==> src/rtl/alu_shift_iter.sv <==
// Iterative shift/rotate unit: one bit position per clock, valid/ready request and response ports.
// Shares the processor-wide datapath width through simple_processor_pkg.

package simple_processor_pkg;
    localparam int unsigned DATA_WIDTH = 32;
endpackage

module alu_shift_iter #(
    parameter int unsigned DATA_WIDTH = simple_processor_pkg::DATA_WIDTH,
    parameter int unsigned SHAMT_W    = $clog2(DATA_WIDTH)
) (
    input  logic                  clk_i,
    input  logic                  rst_i,
    input  logic                  req_valid_i,
    output logic                  req_ready_o,
    input  logic [DATA_WIDTH-1:0] rs1_data_i,
    input  logic [SHAMT_W-1:0]    shamt_i,
    input  logic [1:0]            op_i,
    output logic                  resp_valid_o,
    input  logic                  resp_ready_i,
    output logic [DATA_WIDTH-1:0] result_o,
    output logic                  busy_o
);

    localparam logic [1:0] OP_SLL = 2'b00;
    localparam logic [1:0] OP_SRL = 2'b01;
    localparam logic [1:0] OP_SRA = 2'b10;
    localparam logic [1:0] OP_ROR = 2'b11;

    typedef enum logic [1:0] {
        IDLE  = 2'd0,
        SHIFT = 2'd1,
        DONE  = 2'd2
    } state_t;

    state_t                state_q;
    logic [DATA_WIDTH-1:0] data_q;
    logic [SHAMT_W-1:0]    cnt_q;
    logic [1:0]            op_q;
    logic [DATA_WIDTH-1:0] result_q;
    logic                  resp_valid_q;
    logic                  busy_q;
    logic [DATA_WIDTH-1:0] step_data;

    // Single-bit step of the operand held in data_q.
    always_comb begin
        step_data = data_q;
        case (op_q)
            OP_SLL:  step_data = {data_q[DATA_WIDTH-2:0], 1'b0};
            OP_SRL:  step_data = {1'b0, data_q[DATA_WIDTH-1:1]};
            OP_SRA:  step_data = {data_q[DATA_WIDTH-1], data_q[DATA_WIDTH-1:1]};
            OP_ROR:  step_data = {data_q[0], data_q[DATA_WIDTH-1:1]};
            default: step_data = data_q;
        endcase
    end

    always_ff @(posedge clk_i) begin
        if (rst_i) begin
            state_q      <= IDLE;
            data_q       <= '0;
            cnt_q        <= '0;
            op_q         <= '0;
            result_q     <= '0;
            resp_valid_q <= 1'b0;
            busy_q       <= 1'b0;
        end else begin
            case (state_q)
                IDLE: begin
                    if (req_valid_i) begin
                        data_q <= rs1_data_i;
                        op_q   <= op_i;
                        cnt_q  <= shamt_i;
                        busy_q <= 1'b1;
                        // A zero shift skips straight to the response.
                        if (shamt_i == '0) begin
                            state_q      <= DONE;
                            result_q     <= rs1_data_i;
                            resp_valid_q <= 1'b1;
                        end else begin
                            state_q <= SHIFT;
                        end
                    end
                end
                SHIFT: begin
                    data_q <= step_data;
                    cnt_q  <= cnt_q - SHAMT_W'(1);
                    if (cnt_q == SHAMT_W'(1)) begin
                        state_q      <= DONE;
                        result_q     <= step_data;
                        resp_valid_q <= 1'b1;
                    end
                end
                DONE: begin
                    if (resp_ready_i) begin
                        state_q      <= IDLE;
                        resp_valid_q <= 1'b0;
                        busy_q       <= 1'b0;
                    end
                end
                default: begin
                    state_q      <= IDLE;
                    resp_valid_q <= 1'b0;
                    busy_q       <= 1'b0;
                end
            endcase
        end
    end

    // Ready is gated by reset so nothing is accepted while the unit is being cleared.
    assign req_ready_o  = (state_q == IDLE) && !rst_i;
    assign resp_valid_o = resp_valid_q;
    assign result_o     = result_q;
    assign busy_o       = busy_q;

endmodule

==> config.mk <==
export PLATFORM = sky130hd
export DESIGN_NAME = alu_shift_iter
export DESIGN_NICKNAME = d
export VERILOG_FILES = /design/src/rtl/alu_shift_iter.sv
export SDC_FILE = /design/constraint.sdc
export NUM_CORES = 1
export LEC_CHECK = 0
export CORE_ASPECT_RATIO = 1.2
export CORE_UTILIZATION = 43
export CTS_BUF_LIST = sky130_fd_sc_hd__clkbuf_4 sky130_fd_sc_hd__clkbuf_8
export CTS_CLUSTER_DIAMETER = 80
export DETAILED_ROUTE_END_ITERATION = 10
export PLACE_DENSITY = 0.73
export SYNTH_ARGS = -nofsm -noshare
export SYNTH_HDL_FRONTEND = slang
export SYNTH_SLANG_ARGS = --single-unit
==> constraint.sdc <==
create_clock -name clk_i -period 1.6 [get_ports clk_i]
set_clock_uncertainty 0.05 [all_clocks]
set_input_delay 0.32 -clock clk_i [delete_from_list [all_inputs] [get_ports clk_i]]
set_output_delay 0.32 -clock clk_i [all_outputs]
set_load 0.01 [all_outputs]
==> results of run 1 <==
sequential cells by signal, indices dropped and copies added, names as in the netlist:
register and count:
data_q 32, cnt_q 5, resp_valid_o 1, result_o 32, busy_o 1, state_q 2, op_q 2
cells by family after synthesis:
logic type      synth area share
compound gates             0.270
simple gates              0.0986
mux                        0.103
flops                      0.467
buf+inv                   0.0526
fa+ha+maj                0.00779
critical path: stages, from the launching register on:
cell and delay [ns]:
dfxtp_1 0.36, nor2_4 0.20, buf_12 0.18, mux2i_1 0.27
o21ai_0 0.17, a22o_1 0.23
layout make-up:
type	count	area (um^2)	area share
clock buffer	12	159	0.0350
clock inverter	4	48.8	0.0108
inverter	3	11.3	0.00248
multi-input combinational	218	1590	0.350
sequential	75	1510	0.332
tap	90	113	0.0248
timing repair buffer	107	1110	0.245
layer usage:
layer  part of all wire  track usage  up-vias
met3              0.056       0.0321       21
met1               0.45        0.277     1374
li1                   -            -     1380
met2               0.48        0.344      112
met5                  0            0        -
met4              0.019       0.0838        0
metrics by stage:
| step | power (uW) | util | area [um^2] | cells |
|---|---|---|---|---|
| 3_3_place_gp | 2940 | 0.581 | 4200 | 488 |
| 3_5_place_dp | 2960 | 0.581 | 4200 | 488 |
| 5_1_grt | 4680 | 0.628 | 4540 | 509 |
| 4_1_cts | 4430 | 0.607 | 4390 | 504 |
| 2_1_floorplan | 2610 | - | 3210 | 323 |
| 6_report | 4500 | 0.628 | 4540 | 509 |
power breakdown:
part | internal, uW | switching [uW] | total (uW)
Sequential | 1990 | 104 | 2090
Clock | 821 | 707 | 1530
Combinational | 454 | 425 | 879
cell usage after synthesis, types with 2 or more instances:
library cell / count
a21oi_1: 7
nand2_1: 37
a31oi_1: 2
clkbuf_1: 8
nor2_1: 12
a311oi_1: 2
buf_4: 6
buf_6: 3
mux2i_1: 32
dfxtp_1: 75
nor3b_2: 2
nor2_2: 2
or3_1: 2
ha_1: 2
o2bb2ai_1: 2
o21ai_0: 33
nand2b_1: 2
a22o_1: 60
nor3_1: 4
a211oi_1: 2
buf_2: 9
o21ai_1: 2
inv_1: 3
worst paths after layout:
| check | start | endpoint | depth (start not counted) |
|---|---|---|---|
| worst max register to register | op_q[0] | data_q[2] | 5 |
| worst min register to register | resp_valid_o | resp_valid_o | 2 |
| worst max-delay path | op_q[0] | data_q[2] | 5 |
| worst min-delay path | shamt_i[0] | cnt_q[0] | 3 |
repair_timing:
item	4_1_cts	5_1_grt
endpoints found under the setup margin	56	47
buffers inserted	0	1
pin swaps	1	2
gates resized for setup	29	22
gates cloned	0	4
==> results_dict.tcl, run 1 <==
set metrics [dict create \
    async_reset_ff_frac 0 \
    leakage_uw 0.00222 \
    whs_ns 0.266 \
    hpwlAfterDp_mm 5.48 \
    synth_nets 368 \
    antenna_found_initial 0 \
    critPathArrivalTime_ns 1.76 \
    fin_tns_setup_ns 0 \
    synth-edff-count 0 \
    start_util 0.444 \
    maxCapViolCount 0 \
    clkSinkCount 75 \
    yosys_most_used_dff "dfxtp_1" \
    antennaDiodeCount 0 \
    synth_warnings 0 \
    wl_mm 8.74 \
    clock_latency_ns 0.35 \
    fin_crit_ns 1.56 \
    syn_inst 323 \
    synth_area_leaders "dfxtp_1, a22o_1, mux2i_1" \
    syn_area_mm2 0.00321 \
    crit_type "flop to flop" \
    cts_hold_buf 0 \
    grt_pass1_vias 2795 \
    ios 78 \
    grt_pass1_wl_mm 13.0 \
    hold_viol_final 0 \
    cts_tree "built" \
    drv_slew 0 \
    drive_above_1_share 0.153 \
    hold_path_class "input port to flop" \
    fmax_ghz 0.640 \
    clk_pin_slew_ns 0.07 \
    syn_avg_cell_area_um2 9.94 \
    viasPerCell 5.67 \
    power_density_mw_per_mm2 991 \
    num-nets-final 459 \
    layout_commonest_cell "dfxtp_1" \
    worst_slew_pin_slew_ns 0.346 \
    gp_congestion 0.833 \
    status "finished, final reports clean" \
    numPortBuffers 77 \
    cts-root-buf "clkbuf_8" \
    drc_errors 0 \
    pre_cts_ws_ns -0.404 \
    finalCritPeriodShare 0.977 \
    cts_buffers 9 \
    rows 34 \
    synth_top_area_cell "dfxtp_1" \
    area_growth_pct 41.3 \
    cts_max_path_buffers 2 \
    track_usage 0.212 \
    cp-end-kind "flop" \
    ys_seq_area_frac 0.467 \
    maxSlewHeadroom 0.767 \
    cp.required_ns 1.80 \
    vias 2887 \
    finalWorstSetupSlack_ns 0.0365 \
    setup_viol 0 \
    crit_fanout 13 \
    dieHeight_um 96.7 \
    ys_types 37 \
    die_w_um 80.9 \
    overflow 0 \
    vdd_drop_max_mv 0.681 \
    die-area_mm2 0.00782 \
    fillCellCount 619 \
    postRouteAntennaNets 0 \
    reg2reg_slack_ns 0.04 \
    synth_seq_cells 75 \
    drt_iter0_markers 178 \
    dr.pass1.iters 5 \
    detail_route.wl_per_cell_um 17.2 \
    grt_max_degree 31 \
    yosysTopAreaCellShare 0.467 \
    startpoint_type "flop" \
    cts.htree.levels 3 \
    core_area_mm2 0.00723 \
    final_cell_mix "dfxtp_1, a22o_1, clkdlybuf4s50_1" \
]
(Power assumes the default switching activity.)
==> run 2: changes to the inputs <==
PLACE_DENSITY = 0.7   (was 0.73)
REMOVE_ABC_BUFFERS = 1   (was unset)
==> run 2 against run 1 <==
Net effect:
- sequential cell count did not move
- global-route usage rose by 0.49 points
- final area fell by 1.1%
- largest cell class unchanged
- cell count did not move
- critical path type is now input port to flop
- non-clock buffer count did not move
- sequential power barely moved
==> results_dict.tcl, run 2 (synthesized netlist as in run 1, its figures left out) <==
set metrics [dict create \
    dr.pass1.iters 4 \
    finalWorstSetupSlack_ns 0.0259 \
    grt_pass1_wl_mm 13.3 \
    endpoint "result_o[21]" \
    cts.htree.levels 3 \
    numPortBuffers 77 \
    crit_chain "clkdlybuf4s50_1 > nor3b_4 > o2bb2ai_4 > a21oi_4 > buf_8 > a22o_1" \
    dp_cells 491 \
    drv_slew 0 \
    crit_type "input port to flop" \
    startpoint_type "input port" \
    fmax_ghz 0.635 \
    instances_no_fill 509 \
    clkSinkCount 75 \
    drt_iter0_markers 106 \
    num-nets-final 459 \
    pre_cts_ws_ns -0.486 \
    clk_pin_slew_ns 0.08 \
    maxSlewHeadroom 0.740 \
    cp.required_ns 1.78 \
    ios 78 \
    die_w_um 80.9 \
    vdd_drop_max_mv 0.548 \
    area_growth_pct 39.7 \
    detail_route.wl_per_cell_um 15.8 \
    reg2reg_slack_ns 0.04 \
    antennaDiodeCount 0 \
    track_usage 0.217 \
    hold_viol_final 0 \
    grt_pass1_vias 2786 \
    core_area_mm2 0.00723 \
    start_util 0.444 \
    rows 34 \
    clock_latency_ns 0.35 \
    fin_tns_setup_ns 0 \
    viasPerCell 5.50 \
    overflow 0 \
    cts_tree "built" \
    vias 2798 \
    final_core_util 0.621 \
    fin_area_mm2 0.00449 \
    gp_congestion 0.790 \
    finalCritPeriodShare 0.984 \
    cts-root-buf "clkbuf_8" \
    max_stage_delay_ns 0.49 \
    crit_start "req_valid_i" \
    postRouteAntennaNets 0 \
    maxCapViolCount 0 \
    status "finished, final reports clean" \
    setup_viol 0 \
    crit_fanout 13 \
    critPathArrivalTime_ns 1.76 \
    critPathSlowestCell "clkdlybuf4s50_1" \
    rsz0062_at_grt "yes" \
    drc_errors 0 \
    antenna_found_initial 0 \
    leakage_uw 0.00212 \
    power_density_mw_per_mm2 1030 \
    grt_max_degree 41 \
    die-area_mm2 0.00782 \
    final_cell_mix "dfxtp_1, a22o_1, clkdlybuf4s50_1" \
    cts_buffers 9 \
    drive_above_1_share 0.153 \
    reg2reg_depth 5 \
    fin_crit_ns 1.57 \
    wl_mm 8.06 \
    hold_path_class "input port to flop" \
    hp-start "shamt_i[0]" \
    cts_hold_buf 0 \
    placed_cell_area_mm2 0.00421 \
    r2r-end "result_o[21]" \
    layout_commonest_cell "dfxtp_1" \
    dieHeight_um 96.7 \
    worst_slew_pin_slew_ns 0.388 \
    cp-end-kind "flop" \
    timing.rr.start "cnt_q[3]" \
    hpwlAfterDp_mm 5.55 \
    cts_max_path_buffers 2 \
]
run 2: critical path: cells and delay by family:
family	cells	cell delay [ns]
buf+inv	2	0.65
compound gates	3	0.51
simple gates	1	0.27
run 2: worst min-delay path by stage:
stage | to | depth (start not counted) | slack (ns)
6_report | cnt_q[0] | 3 | 0.27
3_3_place_gp | resp_valid_o | 2 | 0.40
5_1_grt | cnt_q[0] | 3 | 0.29
4_1_cts | resp_valid_o | 2 | 0.42
3_5_place_dp | resp_valid_o | 2 | 0.41
2_1_floorplan | cnt_q[1] | 1 | 0.34
run 2: final cells by class:
| type | count | area, um^2 |
|---|---|---|
| fill | 625 | 2740 |
| multi-input combinational | 218 | 1580 |
| sequential | 75 | 1510 |
| timing repair buffer | 107 | 1040 |
| clock buffer | 10 | 138 |
| tap | 90 | 113 |
| clock inverter | 6 | 96.3 |
| inverter | 3 | 11.3 |
run 2: layer usage:
layer,global-route usage,share of wire,vias to the layer above,wire [um]
met5,0,0,-,0
met4,0.0893,0.018,0,144
met3,0.0377,0.039,12,316
met2,0.326,0.46,80,3670
met1,0.303,0.49,1326,3930
li1,-,-,1380,-
run 2: power breakdown:
part | leakage, uW | total, uW | switching (uW) | internal [uW]
clock | 0.000115 | 1690 | 750 | 940
sequential | 0.000614 | 2090 | 102 | 1990
combinational | 0.00139 | 839 | 399 | 441
total | 0.00212 | 4620 | 1250 | 3370
run 2: through the flow:
stage,hold slack (ns),total power (uW)
after floorplan,0.339,2560
after global placement,0.397,2950
after detailed placement,0.411,2960
after CTS,0.419,4620
after global routing,0.294,4820
final,0.268,4620
run 2: timing repair:
item	CTS	global route
pin swaps	1	2
setup buffers	1	1
setup endpoints to repair	87	41
cloned	0	0
gates resized for setup	35	22
